File: config.mk
export PLATFORM = sky130hd
export DESIGN_NAME = wb_bus_arbiter
export DESIGN_NICKNAME = d
export VERILOG_FILES = /design/src/rtl/wb_bus_arbiter.sv
export SDC_FILE = /design/constraint.sdc
export NUM_CORES = 1
export LEC_CHECK = 0
export BUFFER_PORTS_ARGS = -buffer_cell sky130_fd_sc_hd__buf_2
export CAP_MARGIN = 20
export CORE_AREA = 2 2 78 80
export CTS_BUF_LIST = sky130_fd_sc_hd__clkbuf_16
export DETAILED_ROUTE_END_ITERATION = 10
export DIE_AREA = 0 0 80 82
export HOLD_SLACK_MARGIN = 0.1
export PLACE_DENSITY = 0.73
export SLEW_MARGIN = 20
export SYNTH_ARGS = -nofsm -noshare
export SYNTH_HDL_FRONTEND = slang
export SYNTH_SLANG_ARGS = --single-unit
File: constraint.sdc
create_clock -name clk_i -period 3.5 [get_ports clk_i]
set_input_delay 0.525 -clock clk_i [delete_from_list [all_inputs] [get_ports clk_i]]
set_output_delay 0.525 -clock clk_i [all_outputs]
set_load 0.03 [all_outputs]
File: src/rtl/wb_bus_arbiter.sv
// ---------------------------------------------------------------------------
// wb_bus_arbiter
//
// N-master to 1-slave Wishbone classic arbiter. A master wins the bus on the
// edge after it raises cyc and keeps it until it drops cyc; there is no
// preemption. Winners are chosen by fixed priority (master 0 highest) or
// round-robin. A per-transfer watchdog terminates a hung slave with err.
//
// Handshake: a transfer is offered while wb_cyc_o & wb_stb_o are high and
// completes in the cycle the slave answers with wb_ack_i or wb_err_i; the
// answer is routed only to the granted master (m_ack_o / m_err_o).
//
// Ports:
//   clk_i, rst_n_i        clock, asynchronous active-low reset
//   m_cyc_i/m_stb_i/m_we_i per-master cycle, strobe, write enable
//   m_adr_i/m_dat_i/m_sel_i packed per-master address, write data, selects
//                          (master k at [k*W +: W])
//   m_dat_o                slave read data, broadcast to every master
//   m_ack_o/m_err_o        per-master responses
//   wb_*_o / wb_*_i        slave-side Wishbone port
//   grant_o                one-hot current owner (zero when idle)
//   busy_o                 high while a grant is active
// ---------------------------------------------------------------------------
module wb_bus_arbiter #(
    parameter int NUM_MASTERS = 2,
    parameter int DATA_WIDTH  = 16,
    parameter int ADDR_WIDTH  = 32,
    parameter int SEL_WIDTH   = DATA_WIDTH / 8,
    parameter int RR_MODE     = 0,
    parameter int TIMEOUT     = 255
) (
    input  logic                              clk_i,
    input  logic                              rst_n_i,
    input  logic [NUM_MASTERS-1:0]            m_cyc_i,
    input  logic [NUM_MASTERS-1:0]            m_stb_i,
    input  logic [NUM_MASTERS-1:0]            m_we_i,
    input  logic [NUM_MASTERS*ADDR_WIDTH-1:0] m_adr_i,
    input  logic [NUM_MASTERS*DATA_WIDTH-1:0] m_dat_i,
    input  logic [NUM_MASTERS*SEL_WIDTH-1:0]  m_sel_i,
    output logic [DATA_WIDTH-1:0]             m_dat_o,
    output logic [NUM_MASTERS-1:0]            m_ack_o,
    output logic [NUM_MASTERS-1:0]            m_err_o,
    output logic                              wb_cyc_o,
    output logic                              wb_stb_o,
    output logic                              wb_we_o,
    output logic [ADDR_WIDTH-1:0]             wb_adr_o,
    output logic [DATA_WIDTH-1:0]             wb_dat_o,
    output logic [SEL_WIDTH-1:0]              wb_sel_o,
    input  logic [DATA_WIDTH-1:0]             wb_dat_i,
    input  logic                              wb_ack_i,
    input  logic                              wb_err_i,
    output logic [NUM_MASTERS-1:0]            grant_o,
    output logic                              busy_o
);

    localparam int IDX_W = (NUM_MASTERS > 1) ? $clog2(NUM_MASTERS) : 1;
    localparam int WD_W  = (TIMEOUT > 0) ? $clog2(TIMEOUT + 1) : 1;
    localparam logic            WD_EN  = (TIMEOUT > 0);
    localparam logic [WD_W-1:0] WD_MAX = WD_W'(TIMEOUT);
    localparam logic [IDX_W-1:0] LAST_IDX = IDX_W'(NUM_MASTERS - 1);
    localparam logic [NUM_MASTERS-1:0] ONE = NUM_MASTERS'(1);

    typedef enum logic {
        ST_IDLE  = 1'b0,
        ST_GRANT = 1'b1
    } state_t;

    state_t                 state;
    logic [NUM_MASTERS-1:0] grant;
    logic [IDX_W-1:0]       rr_ptr;
    logic [WD_W-1:0]        wd_cnt;

    logic [IDX_W-1:0]       win_idx;
    logic                   win_found;
    logic [IDX_W-1:0]       gnt_idx;
    logic                   busy;
    logic                   sel_cyc;
    logic                   raw_stb;
    logic                   wd_err;

    // Winner search. In round-robin mode the scan starts at rr_ptr and wraps;
    // otherwise it starts at master 0, giving lowest-index priority.
    always_comb begin
        int cand;
        cand      = 0;
        win_idx   = '0;
        win_found = 1'b0;
        for (int i = 0; i < NUM_MASTERS; i++) begin
            cand = (RR_MODE != 0) ? ((int'(rr_ptr) + i) % NUM_MASTERS) : i;
            if (!win_found && m_cyc_i[cand]) begin
                win_found = 1'b1;
                win_idx   = IDX_W'(cand);
            end
        end
    end

    // Index of the current owner; only meaningful while busy.
    always_comb begin
        gnt_idx = '0;
        for (int i = 0; i < NUM_MASTERS; i++) begin
            if (grant[i]) gnt_idx = IDX_W'(i);
        end
    end

    assign busy    = (state == ST_GRANT);
    assign sel_cyc = busy & m_cyc_i[gnt_idx];
    assign raw_stb = sel_cyc & m_stb_i[gnt_idx];
    // Counter sits at TIMEOUT after TIMEOUT unanswered strobes; the next
    // strobe cycle is turned into an err instead of reaching the slave.
    assign wd_err  = WD_EN & busy & (wd_cnt == WD_MAX);

    always_ff @(posedge clk_i or negedge rst_n_i) begin
        if (!rst_n_i) begin
            state  <= ST_IDLE;
            grant  <= '0;
            rr_ptr <= '0;
            wd_cnt <= '0;
        end else begin
            case (state)
                ST_IDLE: begin
                    wd_cnt <= '0;
                    if (win_found) begin
                        state <= ST_GRANT;
                        grant <= ONE << win_idx;
                    end
                end
                ST_GRANT: begin
                    if (!m_cyc_i[gnt_idx]) begin
                        // Release: the idle cycle that follows is the
                        // mandatory turnaround before the next grant.
                        state  <= ST_IDLE;
                        grant  <= '0;
                        rr_ptr <= (gnt_idx == LAST_IDX) ? '0 : gnt_idx + 1'b1;
                        wd_cnt <= '0;
                    end else if (wd_err || wb_ack_i || wb_err_i) begin
                        wd_cnt <= '0;
                    end else if (WD_EN && raw_stb) begin
                        wd_cnt <= wd_cnt + 1'b1;
                    end
                end
                default: begin
                    state <= ST_IDLE;
                    grant <= '0;
                end
            endcase
        end
    end

    // Slave-side request mux; everything reads as zero while idle.
    assign wb_cyc_o = sel_cyc;
    assign wb_stb_o = raw_stb & ~wd_err;
    assign wb_we_o  = busy & m_we_i[gnt_idx];
    assign wb_adr_o = busy ? m_adr_i[gnt_idx*ADDR_WIDTH +: ADDR_WIDTH] : '0;
    assign wb_dat_o = busy ? m_dat_i[gnt_idx*DATA_WIDTH +: DATA_WIDTH] : '0;
    assign wb_sel_o = busy ? m_sel_i[gnt_idx*SEL_WIDTH +: SEL_WIDTH] : '0;

    // Responses follow the grant register, so a non-owner never sees them.
    assign m_dat_o  = wb_dat_i;
    assign m_ack_o  = grant & {NUM_MASTERS{wb_ack_i}};
    assign m_err_o  = grant & {NUM_MASTERS{wb_err_i | wd_err}};

    assign grant_o  = grant;
    assign busy_o   = busy;

endmodule

==> qor.csv <==
metric,value,unit
synthCells,199,
synth.avg_cell_area,8.36,µm²
gp_congestion,0.809,
nets,473,
cts-resized-gates,0,
max_freq,0.416,GHz
crit_path_cell_trace,"buf_4, and2_1, nor2_1, nor4b_1, buf_2",
maxSlewViolCount,0,
netlist_area,0.00166,mm²
cts_num_sinks,11,
fin_skew,0.00224,ns
relSlewSlack,52.9,%
firstDrtPassIters,4,
ys_seq_area_share,16.6,%
critPathBufInv,2,
vias,1900,
cts.path.max_buffers,2,
r2r-end,wd_cnt[7],
grt_pass1_vias,1542,
postRouteAntennaNets,0,
areaGrowthSynthToFinish,51.8,%
final_common_cell,buf_2,
cts_tree,done,
p_leak,1.28,nW
cts_made_buffers,3,
instances_no_fill,420,
totalWireLength,5.28,mm
period_share,68.6,%
worstSkewPairLatency,0.24,ns
antenna_found_initial,0,
clkSlewWorstSetupHoldPaths,0.04,ns
tightest_slew,0.693,ns
startpoint_type,flip-flop,
initial_core_util,28.9,%
r2r_slack,1.69,ns
power,913,µW
worstSetupPathType,flip-flop to output pin,
vdd_ir_drop_max,0.000183,V
cpPeakStageDelay,0.40,ns
cp.required,2.97,ns
syn_nets,326,
htree_levels,1,
ios,202,
viasPerCell,4.52,
status,finished clean,
cp.arrival,1.88,ns
power_density,361,mW/mm²
nFillCells,587,
num_rows,28,
drive_gt1_share,52.8,%
portBuffers,169,
hold_class,primary input to asynchronous set/reset pin,
hold_viol_final,0,
endpoint,wb_stb_o,
cp-startpoint,grant_o[1],
regToRegStartpoint,grant_o[1],
cp_num_cells,5,
die_area,0.00656,mm²
grt_max_degree,60,
cts_root_buffer,clkbuf_16,
grtUsageTotal,13.8,%
final.hold.worst_slack,0.145,ns
pre_cts_slack,1.23,ns
slowest_stage,dfrtp_2,
period_minus_slack,2.40,ns
rsz0062_at_grt,false,
core_area,0.00575,mm²
remaining_drc_errors,0,
n_antenna_cell,0,
layout_common_cells,"169 x buf_2, 53 x nor2b_1, 52 x mux2i_1, 10 x dfrtp_1",
die_h,82,µm
grt_pass1_wl,7.12,mm
end_kind,output pin,
grt-ovfl-total,0,
ctsHoldBuffers,0,
synth-seq-cells,11,
maxCapViolations,0,
yosysWarnings,0,
yosysUniqueCellTypes,29,
cts_setup_buffers,0,
setup_ws,1.10,ns
r2r_cells,4,
crit_fanout,29,
crit_family,buffers and inverters,
final-setup-viol-count,0,
wl_per_cell,12.6,µm
first_iter_violations,38,
placed_cells,416,
dpl.hpwl,4.35,mm
setup_tns,0,ns
die_w,80,µm
[stage by stage]
| step | utilization (%) | area [µm²] |
|---|---|---|
| 3_3_place_gp | 42.5 | 2440 |
| 6_report | 43.9 | 2520 |
| 3_5_place_dp | 42.5 | 2440 |
| 5_1_grt | 43.9 | 2520 |
| 4_1_cts | 43.9 | 2520 |
| 2_1_floorplan | - | 1660 |
[sequential cells by signal, indices dropped and copies added (netlist names)]
signal / flops
wd_cnt: 8
grant_o: 2
busy_o: 1
[final cells by class]
cell class | count | area [µm²] | share of cell area [%]
multi-input combinational | 153 | 1190 | 47.0
timing repair buffer | 172 | 868 | 34.4
sequential | 11 | 277 | 11.0
tap | 75 | 93.8 | 3.72
clock buffer | 3 | 75.1 | 2.97
inverter | 5 | 18.8 | 0.743
clock inverter | 1 | 5.00 | 0.198
[worst min path at each step]
stage / cells past startpoint / from / to / slack (ns)
2_1_floorplan: 0 / rst_n_i / busy_o / 0.23
6_report: 1 / rst_n_i / wd_cnt[6] / 0.15
5_1_grt: 1 / rst_n_i / grant_o[0] / 0.17
4_1_cts: 1 / rst_n_i / grant_o[0] / 0.15
3_5_place_dp: 1 / rst_n_i / wd_cnt[5] / 0.41
3_3_place_gp: 1 / rst_n_i / wd_cnt[6] / 0.41
[metal layers]
metal / part of all wire (%) / global-route usage (%) / vias up / routed length, µm
li1: - / - / 966 / -
met1: 39 / 15.7 / 834 / 2060
met2: 51 / 24.8 / 87 / 2700
met3: 7.6 / 2.97 / 13 / 404
met4: 2.3 / 5.76 / 0 / 123
met5: 0 / 0 / - / 0
[where the power goes]
group / total [mW] / switching, mW / internal (mW)
clock: 0.210 / 0.0588 / 0.151
combinational: 0.562 / 0.353 / 0.209
sequential: 0.140 / 0.00609 / 0.134
[worst register-to-register path, stage by stage (launching register included)]
cell and delay (ns):
dfrtp_2 0.40, buf_4 0.39, nor2b_1 0.13, o211ai_1 0.61, a211oi_1 0.12
[cell families (layout without fill, tap and decap cells)]
logic type | Yosys count | count (layout) | share of synthesized area, %
simple gates | 80 | 80 | 29.8
mux | 53 | 53 | 31.9
buf+inv | 35 | 181 | 12.3
compound gates | 18 | 18 | 8.20
flops | 11 | 11 | 16.6
fa+ha+maj | 1 | 1 | 0.752
xor+xnor | 1 | 1 | 0.527
[synth_stat cells]
cell type / n / area share [%]
a211oi_2: 1 / 0.75
ha_1: 1 / 0.75
and2_1: 5 / 1.9
inv_1: 5 / 1.1
mux2i_1: 53 / 32
buf_2: 7 / 2.1
or2_1: 1 / 0.38
nor3_1: 4 / 1.2
o31ai_1: 3 / 1.4
clkbuf_1: 6 / 1.4
nand4_1: 1 / 0.38
nand3_2: 2 / 1.2
or4_1: 3 / 1.4
o21ai_0: 4 / 1.2
buf_4: 17 / 7.7
nand2_1: 2 / 0.45
o21ai_1: 1 / 0.30
a21oi_1: 2 / 0.60
dfrtp_1: 11 / 17
nor2_1: 3 / 0.68
and3_1: 1 / 0.38
nand3_1: 1 / 0.30
nor4b_1: 1 / 0.53
xor2_1: 1 / 0.53
o31ai_4: 1 / 1.3
nor2b_1: 53 / 20
o211ai_1: 1 / 0.45
or3_1: 3 / 1.1
a211oi_1: 5 / 2.3
Note: power is estimated with default switching activity, not from simulation.
